===== src/rtl/dc_fifo_pkg.sv =====
// Shared helpers for the dc_fifo_af_ae FIFO: depth derivation and the per-cycle operation type.
package dc_fifo_pkg;

  function automatic int unsigned dc_fifo_depth(input int unsigned addr_width);
    return 32'd1 << addr_width;
  endfunction

  // Pointer/count vectors carry one extra bit so that a full FIFO can be told apart from an empty one.
  function automatic int unsigned dc_fifo_ptr_width(input int unsigned addr_width);
    return addr_width + 32'd1;
  endfunction

  typedef enum logic [1:0] {
    OP_IDLE  = 2'b00,
    OP_WRITE = 2'b01,
    OP_READ  = 2'b10,
    OP_BOTH  = 2'b11
  } fifo_op_e;

endpackage


===== src/rtl/dc_fifo_mem.sv =====
// DEPTH x DATA_WIDTH storage for dc_fifo_af_ae: synchronous write, registered read port cleared by reset.
module dc_fifo_mem
  import dc_fifo_pkg::*;
#(
  parameter int unsigned DATA_WIDTH = 16,
  parameter int unsigned ADDR_WIDTH = 4
) (
  input  logic                  clk,
  input  logic                  rstn,
  input  logic                  we,
  input  logic [ADDR_WIDTH-1:0] waddr,
  input  logic [DATA_WIDTH-1:0] wdata,
  input  logic                  re,
  input  logic [ADDR_WIDTH-1:0] raddr,
  output logic [DATA_WIDTH-1:0] rdata
);

  localparam int unsigned DEPTH = dc_fifo_depth(ADDR_WIDTH);

  logic [DATA_WIDTH-1:0] mem [DEPTH];

  // Storage is deliberately not reset; only the read register is.
  always_ff @(posedge clk) begin
    if (we) begin
      mem[waddr] <= wdata;
    end
  end

  always_ff @(posedge clk) begin
    if (!rstn) begin
      rdata <= '0;
    end else if (re) begin
      rdata <= mem[raddr];
    end
  end

endmodule


===== src/rtl/dc_fifo_af_ae.sv =====
// Single-clock FIFO with programmable almost-full / almost-empty thresholds.
// Define DC_FIFO_ERR_FLAGS_EN to add sticky Overflow_err_o / Underflow_err_o outputs.
module dc_fifo_af_ae
  import dc_fifo_pkg::*;
#(
  parameter int unsigned DATA_WIDTH = 16,
  parameter int unsigned ADDR_WIDTH = 4
) (
  input  logic                  clk,
  input  logic                  rstn,
  input  logic                  Write_enable_i,
  input  logic                  Read_enable__i,
  input  logic [ADDR_WIDTH-1:0] differenceAF_i,
  input  logic [ADDR_WIDTH-1:0] differenceAE_i,
  input  logic [DATA_WIDTH-1:0] data_input___i,
`ifdef DC_FIFO_ERR_FLAGS_EN
  output logic                  Overflow_err_o,
  output logic                  Underflow_err_o,
`endif
  output logic [DATA_WIDTH-1:0] data_output__o,
  output logic                  Empty_Indica_o,
  output logic                  Full_Indicat_o,
  output logic                  Almost_Full__o,
  output logic                  Almost_Empty_o
);

  localparam int unsigned PTR_W = dc_fifo_ptr_width(ADDR_WIDTH);
  typedef logic [PTR_W-1:0] ptr_t;
  localparam ptr_t DEPTH_P = ptr_t'(dc_fifo_depth(ADDR_WIDTH));

  ptr_t     wr_ptr;
  ptr_t     rd_ptr;
  ptr_t     count;
  ptr_t     af_level;
  logic     empty;
  logic     full;
  logic     wr_acc;
  logic     rd_acc;
  fifo_op_e op;

  always_comb begin
    count    = wr_ptr - rd_ptr;
    empty    = (count == '0);
    full     = (count == DEPTH_P);
    // differenceAF_i < DEPTH always, so the subtraction cannot wrap.
    af_level = DEPTH_P - {1'b0, differenceAF_i};
    wr_acc   = Write_enable_i && !full;
    rd_acc   = Read_enable__i && !empty;
    op       = fifo_op_e'({rd_acc, wr_acc});
  end

  always_ff @(posedge clk) begin
    if (!rstn) begin
      wr_ptr <= '0;
      rd_ptr <= '0;
    end else begin
      unique case (op)
        OP_WRITE: wr_ptr <= wr_ptr + ptr_t'(1);
        OP_READ:  rd_ptr <= rd_ptr + ptr_t'(1);
        OP_BOTH: begin
          wr_ptr <= wr_ptr + ptr_t'(1);
          rd_ptr <= rd_ptr + ptr_t'(1);
        end
        default: ;
      endcase
    end
  end

  dc_fifo_mem #(
    .DATA_WIDTH(DATA_WIDTH),
    .ADDR_WIDTH(ADDR_WIDTH)
  ) u_mem (
    .clk  (clk),
    .rstn (rstn),
    .we   (rstn && wr_acc),
    .waddr(wr_ptr[ADDR_WIDTH-1:0]),
    .wdata(data_input___i),
    .re   (rd_acc),
    .raddr(rd_ptr[ADDR_WIDTH-1:0]),
    .rdata(data_output__o)
  );

  assign Empty_Indica_o = empty;
  assign Full_Indicat_o = full;
  assign Almost_Full__o = (count >= af_level);
  assign Almost_Empty_o = (count <= {1'b0, differenceAE_i});

`ifdef DC_FIFO_ERR_FLAGS_EN
  always_ff @(posedge clk) begin
    if (!rstn) begin
      Overflow_err_o  <= 1'b0;
      Underflow_err_o <= 1'b0;
    end else begin
      if (Write_enable_i && full) begin
        Overflow_err_o <= 1'b1;
      end
      if (Read_enable__i && empty) begin
        Underflow_err_o <= 1'b1;
      end
    end
  end
`endif

endmodule


===== config.mk =====
export PLATFORM = sky130hd
export DESIGN_NAME = dc_fifo_af_ae
export DESIGN_NICKNAME = d
export VERILOG_FILES = /design/src/rtl/dc_fifo_pkg.sv /design/src/rtl/dc_fifo_mem.sv /design/src/rtl/dc_fifo_af_ae.sv
export SDC_FILE = /design/constraint.sdc
export NUM_CORES = 1
export LEC_CHECK = 0
export CORE_ASPECT_RATIO = 1.5
export CORE_MARGIN = 2
export CORE_UTILIZATION = 45
export DETAILED_ROUTE_END_ITERATION = 6
export PLACE_DENSITY = 0.65
export SYNTH_ARGS = -nofsm -noshare
export SYNTH_HDL_FRONTEND = slang
export SYNTH_SLANG_ARGS = --single-unit

===== constraint.sdc =====
create_clock -name clk -period 13.1 [get_ports clk]
set_input_delay 2.62 -clock clk [delete_from_list [all_inputs] [get_ports clk]]
set_output_delay 2.62 -clock clk [all_outputs]
set_load 0.05 [all_outputs]

==> impl_results.md, run 1 <==
- Most frequent cell after synthesis: edfxtp_1
- PwrDens: slightly above 200 nW/um^2
- Total track usage: 19.6%
- CTS clk-pin slew, worst paths: 0.07 ns
- Max-slew headroom: a little over an eighth
- Reg2reg setup slack: approximately 8.3 ns
- Routed WL: 25.7 mm
- Worst r2r dst: u_mem.mem[2][12]
- Multi-input logic area: 2910 sq um
- Remaining Overflow, GRT: 0
- Finished Layout Cells: slightly above 1,000
- Die ar.: around 26,000 sq um
- Final nets: slightly above 700
- CTS tree: yes
- CTS Buf Count: 25
- Post-CTS Hold Fix Bufs: 0
- Max-cap violation count: 0
- Worst Setup EP: Almost_Full__o
- Static Leak: just over 4 nW
- Worst Setup Path Type: input port to output pin
- Clock latency on the worst-skew pair: about 0.54 ns
- Row count: around 70
- Final core occ: a little over half
- Fin Setup TNS: 0 ns
- Mapped Cells: around 610
- Number of remaining DRC errors: 0
- Largest fanout on the critical path: 3
- Crit path from: differenceAF_i[0]
- Die height: 198 microns
- Cells after DPL: 966
- Min Tclk post-route: between 7 and 8 ns
- Synth unique cells: 46
- IO buf count: 47
- Starting DRT DRC Count: between 600 and 700
- Yosys warns: 0
- Worst VDD drop: 0.000233 V
- Setup Buffers After CTS: 0
- Core area: around 25,000 sq um
- # fillers: roughly 2,000
- Mapped cell area: ~11,000 sq um
- Largest area contributor in the netlist: edfxtp_1
- Syn Nets: approximately 660
- Post-synth top cells: edfxtp_1 (256), mux4_2 (61), a21oi_1 (29)
- Vias/cell: roughly 6
- Ys flop type: edfxtp_1
- Root buffer cell: clkbuf_16
- FF-to-FF Start: rd_ptr[1]
- Starting Density: 45.5%
- Ys async rst share: 0%
- Max clock buf depth: 3
- Post-CTS Resized: 0
- Synthesized area per cell: around 19 sq um
- FF+latch count, synth: 282
- Hold Vio Cnt, Final: 0
- Slowest cell on crit path: clkdlybuf4s50_1
- Largest net degree at the start of global routing: 46
- Run status: complete, no violations
- ANT cells: 0
- Critical Path AT: ~5.2 ns
- Layout area overhead: 16.0%
- Final HPWL DP: 15.3 mm
- Crit path launch type: input port
- Register area share after synthesis: slightly above 70%
- Vias in the first global route: 6,136
- Number of flops mapped to enable cells by yosys: roughly 260
- Die X-Extent: approximately 130 microns
- Register area: between 8000 and 9000 sq um
- Worst hold path type: flop to flop
- Post-DRT Antenna Nets: 0
- Unrepaired setup endpoints after global routing: false
- Area contributors post-synth: edfxtp_1 (68%), mux4_2 (12%), dfxtp_1 (4.6%), ha_1 (2.1%), o22ai_1 (1.5%)
- Clock Skews: a little under 0.03 ns
- Drt wl/cell: approximately 25 microns
- Ratio of cells with drive above 1 in the final layout: 22.1%
- Fin crit share: 59.5%
- Htree depth: 1
- Critical Path, Cell by Cell: clkdlybuf4s50_1, inv_1, ha_1, inv_1, ha_1, a21o_1, a21o_1, a21o_1, a21o_1, clkdlybuf4s50_1
- Least-Margin Pin Slew: around 1.3 ns
- Final GP Congestion: approximately 0.79
- Worst R2R Path Depth: 9
- Post-synth top area share: 68.0%
- Sink Count: ~280
- Global-route wire length before repair: between 30 and 40 mm
- Initial antenna violation count: 0
- Pre-antenna DRT Iters: 7
- Most used cell, CP: a21o_1
- Data required, critical path: about 10 ns
- Max stage delay on crit path: between 0.6 and 0.7 ns
- CP Capture Type: output pin
- Via count: 6,000
- Setup Viol. Count Final: 0
- Final Max Tran Viols: 0
- Achievable frequency: roughly 130 MHz
- I/O pins: 48
## metrics by stage
stage / power [mW] / setup slack [ns] / area [sq um] / hold slack [ns]
2_1_floorplan: 1.68 / 6.32 / 11300 / 0.463
3_3_place_gp: 1.86 / 5.40 / 12200 / 0.454
3_5_place_dp: 1.88 / 5.31 / 12200 / 0.459
4_1_cts: 2.68 / 5.30 / 13100 / 0.469
5_1_grt: 2.75 / 5.22 / 13100 / 0.505
6_report: 2.65 / 5.30 / 13100 / 0.462
## state kept, by name (all words and copies together), names as in the netlist
signal and cells:
rd_ptr 5, u_mem.rdata 16, wr_ptr 5, u_mem.mem 256
## cells by family after synthesis
logic type / synth area share, %
flip-flops: 72.6
AO/OA/AOI/OAI: 4.99
AND/OR/NAND/NOR: 4.49
multiplexers: 12.8
buffers and inverters: 2.40
adder cells (fa/ha/maj): 2.28
XOR/XNOR: 0.454
## worst min-delay path by stage
stage	start	to	slack (ns)	cells after the start
global route	u_mem.rdata[5]	u_mem.rdata[5]	0.51	2
detailed placement	u_mem.rdata[5]	u_mem.rdata[5]	0.46	2
finish	u_mem.rdata[5]	u_mem.rdata[5]	0.46	2
global placement	u_mem.rdata[5]	u_mem.rdata[5]	0.45	2
CTS	u_mem.rdata[5]	u_mem.rdata[5]	0.47	2
floorplan	wr_ptr[4]	wr_ptr[4]	0.46	2
## layout make-up
cell class	instances	share of cell area (%)
sequential	282	62.6
multi-input combinational	274	22.2
clock buffer	26	4.80
timing repair buffer	67	4.73
tap	328	3.13
clock inverter	20	2.11
inverter	15	0.429
## report_power, final
group / internal [mW] / switching, mW / leakage [nW]
sequential: 1.03 / 0.0427 / 2.52
combinational: 0.316 / 0.473 / 1.16
clock: 0.472 / 0.325 / 0.445
## worst max-delay path: cells and delay by family
kind	cells	cell delay, ns
adders and majority gates	2	0.55
buffers and inverters	4	1.32
AOI/OAI and AO/OA	4	0.68
## routing by layer
layer	wire length, microns	track usage [%]
met3	1440	2.46
met2	13300	34.3
met5	0	0
met4	707	6.50
met1	10300	25.4
## placed cells by master (no fill, tap or decap), types with 3 or more instances in the layout
| cell type | netlist | routed |
|---|---|---|
| edfxtp_1 | 256 | 256 |
| mux4_2 | 61 | 61 |
| clkdlybuf4s50_1 | 0 | 47 |
| a21oi_1 | 29 | 29 |
| o22ai_1 | 28 | 28 |
| clkbuf_16 | 0 | 25 |
| dfxtp_1 | 26 | 23 |
| o21ai_1 | 20 | 20 |
| buf_4 | 5 | 20 |
| ha_1 | 19 | 19 |
| nand2_1 | 16 | 16 |
| or4_1 | 15 | 15 |
| inv_1 | 14 | 14 |
| nor3_2 | 0 | 12 |
| nand2b_1 | 8 | 8 |
| mux2i_1 | 6 | 6 |
| bufinv_16 | 0 | 6 |
| clkinv_2 | 0 | 6 |
| or3_1 | 5 | 5 |
| xor2_1 | 4 | 4 |
| nor2_1 | 4 | 4 |
| nor4_2 | 0 | 4 |
| a21o_1 | 4 | 4 |
| nor2b_1 | 4 | 4 |
| nand4_1 | 4 | 4 |
| nand3_1 | 3 | 3 |
| nor3_1 | 15 | 3 |
| o21ai_0 | 3 | 3 |
| a2111oi_0 | 3 | 3 |
| clkinv_4 | 0 | 3 |
(Power assumes the default switching activity.)
==> run 2, diff against run 1 <==
Clock period 13.1 ns to 7.9 ns, I/O delays scaled along.
==> impl_results.md, run 2 (synthesis results as in run 1) <==
- Largest fanout on the critical path: 45 (+42)
- Max clock buf depth: 3 (unchanged)
- Fin crit share: roughly three quarters
- Clock latency on the worst-skew pair: 0.53 ns (about the same)
- Vias in the first global route: 6,202 (+1.1%)
- Root buffer cell: clkbuf_16
- Crit path launch type: flop
- # fillers: 1,978 (+1.4%)
- Static Leak: 4.07 nW (-1.3%)
- Pre-antenna DRT Iters: 5 (-2)
- Max-cap violation count: 0 (unchanged)
- Layout area overhead: 15.2%
- Final Max Tran Viols: 0 (unchanged)
- Max reg flops: 256 (unchanged)
- Final HPWL DP: 15.3 mm (+0.20%)
- Post-DRT Antenna Nets: 0 (unchanged)
- Unrepaired setup endpoints after global routing: false
- Setup Viol. Count Final: 0 (unchanged)
- Setup Buffers After CTS: 0 (unchanged)
- Core area: 24,900 sq um (unchanged)
- Via count: 5,932 (-1.1%)
- Global-route wire length before repair: 37.6 mm (-0.94%)
- Initial antenna violation count: 0 (unchanged)
- Final core occ: 52.4% (-0.37 points)
- Post-CTS Hold Fix Bufs: 0 (unchanged)
- Sink Count: 282 (unchanged)
- GRT met2 Usage: 33.7% (-0.55 points)
- Final nets: 714 (+0.14%)
- Worst hold path type: flop to flop
- CP Capture Type: output pin
- Slowest cell on crit path: clkdlybuf4s50_1
- Met3 usage: 2.69% (+0.23 points)
- GR Util met1: 24.0% (-1.4 points)
- Vias/cell: 5.86 (-1.2%)
- Commonest non-fill, non-tap cell in the layout: edfxtp_1
- Cells after DPL: 967 (+0.10%)
- Worst Setup Path Type: flop to output pin
- Max-slew headroom: 13.3% (+0.082 points)
- Register area: 8210 sq um (unchanged)
- Routed WL: 25.1 mm (-2.5%)
- Fin Setup TNS: 0 ns (unchanged)
- Critical Path, Cell by Cell: buf_4, inv_1, fa_1, nand3b_1, a211o_1, a2bb2o_4, inv_2, clkdlybuf4s50_1
- Die ar.: 26,400 sq um (unchanged)
- Min Tclk post-route: about 6 ns
- Hold Vio Cnt, Final: 0 (unchanged)
- Run status: complete, no violations
- PwrDens: 326 nW/um^2 (+61%)
- Max stage delay on crit path: 0.93 ns (+0.24 ns)
- Starting Density: 45.5% (unchanged)
- Final GP Congestion: 0.790 (+0.34%)
- Die height: 198 microns (unchanged)
- Ratio of cells with drive above 1 in the final layout: 22.3% (+0.26 points)
- Remaining Overflow, GRT: 0 (unchanged)
- CTS clk-pin slew, worst paths: 0.07 ns (about the same)
- IO buf count: 47 (unchanged)
- Finished Layout Cells: 1,013 (+0.099%)
- Row count: 71 (unchanged)
- Multi-input logic area: 2910 sq um (unchanged)
- Number of remaining DRC errors: 0 (unchanged)
- Largest Register: u_mem.mem
- Starting DRT DRC Count: 530 (-18%)
- Most frequent cells in the layout: edfxtp_1 (256), mux4_2 (61), clkdlybuf4s50_1 (47)
- Worst VDD drop: 0.000258 V (+10%)
- Critical Path AT: 4.40 ns (-0.78 ns)
- Achievable frequency: approximately 170 MHz
- Total track usage: 19.2% (-0.34 points)
- Post-CTS Resized: 0 (unchanged)
- Data required, critical path: 6.32 ns (-4.16 ns)
- Drt wl/cell: 24.8 microns (-2.6%)
- Largest net degree at the start of global routing: 46 (unchanged)
- Clock Skews: 0.0196 ns (-0.00950 ns)
- Final Power: 4.25 mW (+60%)
- Biggest regs: u_mem.mem (256), u_mem.rdata (16)
- Least-Margin Pin Slew: 1.29 ns (-0.00122 ns)
- Htree depth: 1 (unchanged)
- CTS tree: yes
- ANT cells: 0 (unchanged)
- GRT Max-Usage Layer: met2
- CTS Buf Count: 25 (unchanged)
- Die X-Extent: 133 microns (unchanged)
- I/O pins: 48 (unchanged)
[run 2: cell types whose count changed in the layout (fill, tap and decap cells not counted), moves of 2 or more]
cell,change
clkinv_2,+2
bufinv_16,-4
clkinv_4,-2
clkinvlp_4,+5
[run 2: worst max-delay path: cells and delay by family (launching register included)]
family	cells	cell delay (ns)
buffers and inverters	4	2.16
adders and majority gates	1	0.60
AOI/OAI and AO/OA	2	0.53
DFF	1	0.32
and+or+nand+nor	1	0.21
[run 2: area by class of cell]
| type | count | share of cell area [%] |
|---|---|---|
| Clock buffer | 26 | 4.83 |
| Timing Repair Buffer | 68 | 4.82 |
| Multi-Input combinational cell | 274 | 22.3 |
| Tap cell | 328 | 3.15 |
| Inverter | 15 | 0.432 |
| Sequential cell | 282 | 63.1 |
| Clock inverter | 20 | 1.36 |
[run 2: power breakdown]
group / switching (mW) / internal (mW)
logic: 0.762 / 0.523
clock network: 0.533 / 0.654
registers: 0.0786 / 1.70
total: 1.37 / 2.88
[run 2: worst paths after layout]
kind	start	cells after the start	to	slack, ns
hold / removal	u_mem.rdata[5]	2	u_mem.rdata[5]	0.47
setup / recovery	rd_ptr[1]	8	Empty_Indica_o	1.92
setup reg to reg	rd_ptr[1]	9	u_mem.mem[3][10]	3.07
hold reg to reg	u_mem.rdata[5]	2	u_mem.rdata[5]	0.47
[run 2: per-layer routing]
metal / wire length, microns / share of wire [%]
met1: 9790 / 39
met2: 12900 / 51
met4: 1050 / 4.2
met5: 0 / 0
met3: 1330 / 5.3
[run 2: per-stage QoR]
step	hold slack, ns	instance area [sq um]	setup slack, ns
2_1_floorplan	0.463	11300	3.20
3_3_place_gp	0.456	12200	2.28
3_5_place_dp	0.466	12200	2.21
4_1_cts	0.475	13000	1.87
5_1_grt	0.505	13000	1.71
6_report	0.469	13000	1.92
==> run 3, diff against run 2 <==
Clock period 7.9 ns to 6.24 ns, I/O delays scaled along.
==> impl_results.md, run 3 (synthesis results as in run 1) <==
- Clock Power Share: 27.4% (-0.5 points)
- Routed WL: 25.5 mm (+1.7%)
- Crit path from: rd_ptr[0]
- Worst Setup Path Type: flop to output pin
- Final Max Tran Viols: 0 (unchanged)
- Layout area overhead: 15.1%
- Root buffer cell: clkbuf_16
- Ratio of cells with drive above 1 in the final layout: 21.5% (-0.88 points)
- Pre-antenna DRT Iters: 5 (unchanged)
- Die X-Extent: 133 microns (unchanged)
- Cells after DPL: 967 (unchanged)
- Final nets: 714 (unchanged)
- Largest net degree at the start of global routing: 45 (-2.2%)
- Hold path start: u_mem.rdata[5]
- PwrDens: 412 nW/um^2 (+26%)
- Final Power: 5.36 mW (+26%)
- Setup Buffers After CTS: 0 (unchanged)
- Commonest non-fill, non-tap cell in the layout: edfxtp_1
- I/O pins: 48 (unchanged)
- Worst VDD drop: 0.000682 V (+160%)
- Drt wl/cell: 25.2 microns (+1.7%)
- CTS tree: yes
- Sink Count: 282 (unchanged)
- Post-DRT Antenna Nets: 0 (unchanged)
- Largest fanout on the critical path: 27 (-40%)
- Max reg flops: 256 (unchanged)
- Final HPWL DP: 15.3 mm (about the same)
- Hold Vio Cnt, Final: 0 (unchanged)
- Core area: 24,900 sq um (unchanged)
- Sequential power share: 41.8% (about the same)
- Static Leak: 4.07 nW (-0.16%)
- Final GP Congestion: 0.792 (+0.27%)
- FF-to-FF Start: rd_ptr[0]
- Critical Path AT: 3.81 ns (-0.59 ns)
- Max-cap violation count: 0 (unchanged)
- Worst hold path type: flop to flop
- Global-route wire length before repair: 38.0 mm (+0.85%)
- Vias/cell: 5.90 (+0.83%)
- Min Tclk post-route: slightly above 5 ns
- Clock latency on the worst-skew pair: 0.53 ns (about the same)
- Total track usage: 19.5% (+0.31 points)
- Clock Skews: 0.0333 ns (+0.0136 ns)
- Fin Setup TNS: 0 ns (unchanged)
- Net switching power: 1.73 mW (+26%)
- Achievable frequency: 198 MHz
- CTS clk-pin slew, worst paths: 0.07 ns (about the same)
- CTS Buf Count: 25 (unchanged)
- Largest Register: u_mem.mem
- Combinational fraction of design power: 30.8% (+0.6 points)
- Internal power: 3.64 mW (+26%)
- Setup Viol. Count Final: 0 (unchanged)
- Initial antenna violation count: 1 (+1)
- Starting DRT DRC Count: 677 (+28%)
- Biggest regs: u_mem.mem (256), u_mem.rdata (16)
- Most frequent cells in the layout: edfxtp_1 (256), mux4_2 (61), clkdlybuf4s50_1 (47)
- Switching Share: 32.2% (-0.13 points)
- Starting Density: 45.5% (unchanged)
- Final core occ: 52.3% (-0.060 points)
- Unrepaired setup endpoints after global routing: false
- Vias in the first global route: 6,155 (-0.76%)
- Least-Margin Pin Slew: 1.14 ns (-0.150 ns)
- Dpl cell area: 12,200 sq um (unchanged)
- Reg2reg setup slack: 1.69 ns (-1.38 ns)
- Run status: complete, no violations
- Number of remaining DRC errors: 0 (unchanged)
- Htree depth: 1 (unchanged)
- ANT cells: 0 (unchanged)
- Max clock buf depth: 3 (unchanged)
- Die ar.: 26,400 sq um (unchanged)
- Post-CTS Resized: 0 (unchanged)
- Row count: 71 (unchanged)
- Cell area after layout: 13,000 sq um (-0.12%)
- Fin crit share: just over 80%
- IO buf count: 47 (unchanged)
- Remaining Overflow, GRT: 0 (unchanged)
- Post-CTS Hold Fix Bufs: 0 (unchanged)
- CP Capture Type: output pin
- Crit path launch type: flop
- Finished Layout Cells: 1,013 (unchanged)
- Max-slew headroom: 23.3% (+10 points)
- Via count: 5,981 (+0.83%)
- Die height: 198 microns (unchanged)
- Data required, critical path: 4.99 ns (-1.33 ns)
==> run 3: changes by cell type in the layout (fill, tap and decap cells not counted), sizes merged <==
cell,previous run,this run
bufinv,2,1
clkbuf,26,32
clkinvlp,6,2
inv,17,16
==> run 3: critical path, cell delays in order, from the launching register on <==
cell,delay [ns]
dfxtp_4,0.63
ha_1,0.24
inv_1,0.06
fa_1,0.52
nor3b_1,0.28
nand4b_2,0.17
a211oi_2,0.47
clkdlybuf4s50_1,0.90
==> run 3: per-stage QoR <==
step | setup WS [ns] | hold slack [ns]
final | 1.19 | 0.478
after global routing | 0.988 | 0.507
after CTS | 1.17 | 0.483
after detailed placement | 1.24 | 0.474
after global placement | 1.26 | 0.450
after floorplan | 1.75 | 0.463
==> run 3: power by group through the flow <==
stage          registers, mW  logic [mW]  clock network [mW]
3_3_place_gp            2.28        1.63                   0
4_1_cts                 2.24        1.67                1.49
6_report                2.24        1.65                1.47
2_1_floorplan           2.39        1.13                   0
5_1_grt                 2.25        1.78                1.56
3_5_place_dp            2.28        1.67                   0
==> run 3: path summary, 6_finish.rpt <==
kind | end | cells after the start
min | u_mem.rdata[5] | 2
max reg2reg | u_mem.mem[0][6] | 9
max | Full_Indicat_o | 7
min reg2reg | u_mem.rdata[5] | 2
==> run 3: layer usage <==
layer / part of all wire [%] / track usage [%] / vias to the layer above
met3: 6.3 / 2.84 / 48
met2: 52 / 34.5 / 208
li1: - / - / 2608
met5: 0.047 / 0 / -
met4: 2.1 / 6.26 / 2
met1: 40 / 24.9 / 3115
==> run 3: cell type report <==
type	count	area [sq um]
fillers	1979	11900
flip-flops and latches	282	8210
multi-input cells	274	2920
clock buffers	32	672
repair buffers	68	628
well taps	328	410
clock inverters	14	111
inverters	15	56.3
